<file path="config.mk">
export PLATFORM = sky130hd
export DESIGN_NAME = reg_bus_arbiter
export DESIGN_NICKNAME = d
export VERILOG_FILES = /design/src/rtl/reg_bus_arbiter.sv
export SDC_FILE = /design/constraint.sdc
export NUM_CORES = 1
export LEC_CHECK = 0
export ABC_AREA = 1
export CAP_MARGIN = 20
export CORE_MARGIN = 2
export CORE_UTILIZATION = 34
export DETAILED_ROUTE_END_ITERATION = 8
export GPL_TIMING_DRIVEN = 0
export HOLD_SLACK_MARGIN = 0.1
export PLACE_DENSITY_LB_ADDON = 0.2
export SETUP_SLACK_MARGIN = 0.2
export SLEW_MARGIN = 25
export SYNTH_ARGS = -nofsm -noshare
export SYNTH_HDL_FRONTEND = slang
export SYNTH_SLANG_ARGS = --single-unit
</file>
<file path="constraint.sdc">
create_clock -name clk -period 1.8 [get_ports clk]
set_clock_uncertainty 0.1 [all_clocks]
set_input_delay 0.36 -clock clk [delete_from_list [all_inputs] [get_ports clk]]
set_output_delay 0.36 -clock clk [all_outputs]
set_load 0.02 [all_outputs]
</file>
<file path="src/rtl/reg_bus_arbiter.sv">
// reg_bus_arbiter: three-requester round-robin arbiter that grants a shared
// register-file write port for bursts of up to MAX_HOLD beats. A one-cycle
// GAP separates consecutive grants. A grant revoked by the hold limit
// (rather than by the owner's last flag) is reported with a one-cycle pulse.
module reg_bus_arbiter #(
    parameter int MAX_HOLD = 4  // maximum write beats per grant, 1..15
) (
    input  logic        clk,
    input  logic        rst,
    input  logic [2:0]  req,
    input  logic [2:0]  last,
    input  logic [11:0] addr_in,
    input  logic [23:0] data_in,
    output logic [2:0]  grant,
    output logic        cfg_we,
    output logic [3:0]  cfg_addr,
    output logic [7:0]  cfg_data,
    output logic        busy,
    output logic        timeout
);

    typedef enum logic [1:0] {
        ST_IDLE  = 2'd0,
        ST_GRANT = 2'd1,
        ST_GAP   = 2'd2
    } state_t;

    // The beat counter is 4 bits wide, so the limit must fit in 1..15.
    localparam logic [3:0] HOLD_LIMIT = 4'(MAX_HOLD);

    state_t      state;
    logic [1:0]  ptr;          // requester searched first at the next arbitration
    logic [3:0]  beat_cnt;     // beats written in the current grant

    logic        owner_req;
    logic        owner_last;
    logic        win_valid;
    logic [1:0]  win_idx;
    logic [3:0]  beat_cnt_inc;
    logic        hold_hit;

    // Adds two requester indices modulo 3 (inputs are always below 6).
    function automatic logic [1:0] wrap3(input logic [2:0] v);
        return (v >= 3'd3) ? 2'(v - 3'd3) : v[1:0];
    endfunction

    // Owner mux: the registered one-hot grant selects which requester's
    // req/last/addr/data reach the shared port; everything is zero when idle.
    // Because grant is a register cleared asynchronously, reset removes
    // cfg_we immediately without waiting for a clock edge.
    always_comb begin
        // NOTE: every output of a combinational block gets a default first;
        // a path that leaves one unassigned would infer a latch.
        owner_req  = 1'b0;
        owner_last = 1'b0;
        cfg_addr   = '0;
        cfg_data   = '0;
        case (grant)
            3'b001: begin
                owner_req  = req[0];
                owner_last = last[0];
                cfg_addr   = addr_in[3:0];
                cfg_data   = data_in[7:0];
            end
            3'b010: begin
                owner_req  = req[1];
                owner_last = last[1];
                cfg_addr   = addr_in[7:4];
                cfg_data   = data_in[15:8];
            end
            3'b100: begin
                owner_req  = req[2];
                owner_last = last[2];
                cfg_addr   = addr_in[11:8];
                cfg_data   = data_in[23:16];
            end
            default: ;
        endcase
    end

    assign cfg_we = owner_req;
    assign busy   = (state == ST_GRANT);

    // Round-robin search: ptr first, then ptr+1, ptr+2 (mod 3). Scanning from
    // the lowest priority upward lets the highest-priority hit overwrite.
    always_comb begin
        win_valid = 1'b0;
        win_idx   = 2'd0;
        for (int k = 2; k >= 0; k--) begin
            if (req[wrap3({1'b0, ptr} + 3'(k))]) begin
                win_valid = 1'b1;
                win_idx   = wrap3({1'b0, ptr} + 3'(k));
            end
        end
    end

    // Saturating next beat count and hold-limit detection for the current beat.
    always_comb begin
        beat_cnt_inc = (beat_cnt == 4'hF) ? beat_cnt : beat_cnt + 4'd1;
        hold_hit     = (beat_cnt_inc == HOLD_LIMIT);
    end

    // Arbiter FSM with registered grant, pointer, beat counter and timeout.
    always_ff @(posedge clk or posedge rst) begin
        // NOTE: state registers use non-blocking assignments so every register
        // samples the pre-edge values regardless of statement order.
        if (rst) begin
            state    <= ST_IDLE;
            grant    <= '0;
            ptr      <= 2'd0;
            beat_cnt <= '0;
            timeout  <= 1'b0;
        end else begin
            // timeout is only ever set on the GRANT->GAP transition, so it
            // lasts exactly one cycle.
            timeout <= 1'b0;
            case (state)
                ST_IDLE, ST_GAP: begin
                    if (win_valid) begin
                        state    <= ST_GRANT;
                        grant    <= 3'b001 << win_idx;
                        ptr      <= wrap3({1'b0, win_idx} + 3'd1);
                        beat_cnt <= '0;
                    end else begin
                        state <= ST_IDLE;
                        grant <= '0;
                    end
                end
                ST_GRANT: begin
                    if (owner_req) begin
                        beat_cnt <= beat_cnt_inc;
                        if (owner_last || hold_hit) begin
                            state   <= ST_GAP;
                            grant   <= '0;
                            timeout <= hold_hit && !owner_last;
                        end
                    end else begin
                        // Owner withdrew its request: release without a beat.
                        state <= ST_GAP;
                        grant <= '0;
                    end
                end
                default: begin
                    state <= ST_IDLE;
                    grant <= '0;
                end
            endcase
        end
    end

endmodule

</file>
==> reports/results.ini <==
[status]
status = finished, violations left
violations = negative setup slack

[logic_synthesis]
syn-num-nets = 227
synth_seq_cells = 12
syn_inst = 178
yosys.area.top_type_share = 0.286
ys_warn_count = 0
syn_area_per_cell_um2 = 6.04
seq_area_frac_synth = 0.279
synth_top_area_cell = nand2_1
yosys-top-cells-area = nand2_1 (29%), dfrtp_1 (28%), nand3_1 (14%)
syn_area_um2 = 1070
synth_cell_types = 21

[worst_setup_path]
worstSetupPathDepth = 5
crit_chain = nor3_4 -> buf_8 -> nand2_2 -> nand3_2 -> buf_6
worstSetupPathType = register to output port
slowest_stage = dfrtp_2
worstPathArrival_ns = 1.53
worst-r2r-cell-count = 13
critPathRequiredTime_ns = 1.34
cp_top_family = simple AND/OR/NAND/NOR gates
path_max_fanout = 5
worstSetupEndpointType = output port
crit_buf_inv = 2
cpPeakStageDelay_ns = 0.45
cp-start-kind = register

[clock_tree]
clk_pin_slew_ns = 0.08
clockBufferDepth = 2
cts_buffers = 3
root_buffer = clkbuf_4
ctsHtreeMaxLevel = 1
cts_tree = done
clk_latency_ns = 0.27
clock-sinks = 12

[sta]
max-slew-margin-rel = 0.682
rsz0062_at_grt = true
period_minus_slack_ns = 1.99
final-hold-violation-count = 0
hold_slack_ns = 0.313
post-route-period-util = 1.11
setup_viol = 20
drv_slew = 0
fmaxAchievable_ghz = 0.502
timing.final.ws_setup_ns = -0.193
worst_pin_slew_ns = 0.476

[global_routing]
grt_pass1_wl_um = 6230
antenna_found_initial = 0
grt-ovfl-total = 0
grt_use_total = 0.230
first_global_vias = 1351
grt_max_degree = 13

[detailed_routing]
via_per_inst = 4.90
firstDrtPassIters = 4
drtIter0Drc = 87
drt_wl_total_um = 4670
routedWlPerCell_um = 14.8
drc = 0
vias = 1548
ant_nets = 0

[place]
dpl.hpwl_um = 2670
pre_cts_slack_ns = -0.458
place_area_um2 = 1830
gp_congestion = 0.836
io_buffers = 61

[hold_path]
min_path_type = input pin to async pin

[flow_run]
maxCapViolCount = 0

[die]
initial_core_util = 0.355
ios = 62
num_rows = 20
die_y_um = 60.2
dieArea_um2 = 3630
coreArea_um2 = 3030
die_w_um = 60.2

[cells_and_area]
fin_area_um2 = 2390
synthToLayoutAreaGrowth_pct = 122
antenna_cells = 0
final_util = 0.790
layout_commonest_cell = nand2_1
drive_gt1_frac = 0.463
nets = 322
final_cell_mix = nand2_1 (57), clkdlybuf4s50_1 (43), nand3_2 (20)

[pwr]
ir_worst_vdd_uv = 1060
p_total_mw = 3.37
p_per_area_nw_per_um2 = 1410
p_leak_nw = 1.22

[layer usage]
metal	track usage	part of all wire	up-vias	wire length, um
met5	0	0	-	0
met4	0.0730	0.023	0	107
met3	0.0368	0.052	14	245
met2	0.391	0.51	54	2380
met1	0.295	0.41	721	1940
li1	-	-	759	-
[area by class of cell]
class                   count  area, um^2
multi-input cells         146         996
inverters                  18        77.6
plain buffers               3        45.0
repair buffers             89         886
fillers                   197         637
clock buffers               4        26.3
flip-flops and latches     12         305
well taps                  44        55.1
[sequential cells by signal, indices dropped and copies added (netlist names)]
register / flops
state: 2
timeout: 1
beat_cnt: 4
ptr: 2
grant: 3
[worst reg2reg max path: cells and delay by family, from the launching register on]
kind | cells | cell delay [ns]
fa+ha+maj | 2 | 0.43
buf+inv | 2 | 0.15
flops | 1 | 0.41
simple gates | 9 | 0.79
[cell usage after synthesis]
cell and number:
nand2_1 82, nand3_1 29, inv_1 14, dfrtp_1 12, nor2_1 8, ha_1 5
inv_2 4, o21ai_1 4, clkbuf_1 3, nor2_2 3, o21ai_0 3, a21oi_1 2
a21oi_2 1, nand2_2 1, nand2_4 1, nand3_2 1, nand4_1 1, nor2_8 1
nor3_1 1, nor3_2 1, xnor2_1 1
[logic make-up after synthesis]
logic type,after synthesis,share of synthesized area
and+or+nand+nor,129,0.531
AOI/OAI and AO/OA,10,0.0501
xor gates and xnor gates,1,0.00815
buffers and inverters,21,0.0733
adders and majority gates,5,0.0582
DFF,12,0.279
[final timing paths]
check | from | endpoint | slack, ns
min | rst | grant[0]$_DFFE_PP0P_ | 0.31
min in group clk | state[1]$_DFFE_PP0P_ | state[1]$_DFFE_PP0P_ | 0.49
max in group asynchronous | rst | grant[1]$_DFFE_PP0P_ | 0.94
max | grant[0]$_DFFE_PP0P_ | cfg_data[3] | -0.19
min reg2reg | state[1]$_DFFE_PP0P_ | state[1]$_DFFE_PP0P_ | 0.49
max reg2reg | ptr[0]$_DFFE_PP0P_ | ptr[0]$_DFFE_PP0P_ | -0.17
[power breakdown]
group | leakage (nW) | switching, mW | internal (mW) | total (mW)
registers | 0.152 | 0.0924 | 0.360 | 0.453
clock network | 0.0150 | 0.0906 | 0.0857 | 0.176
logic | 1.05 | 1.48 | 1.26 | 2.74
total | 1.22 | 1.66 | 1.71 | 3.37
[metrics by stage]
step,TNS (ns),std cells
after detailed placement,-6.68,283
after CTS,-1.43,305
final,-2.74,316
after global placement,-6.36,283
after floorplan,0,178
after global routing,-4.53,316
[timing repair]
action,in CTS,in global routing
gates resized for setup,128,45
cloned,4,0
hold buffers,0,0
buffers inserted,14,11
pin swaps,17,19
setup endpoints to repair,30,27
endpoints found under the hold margin,0,0
(Power assumes the default switching activity.)
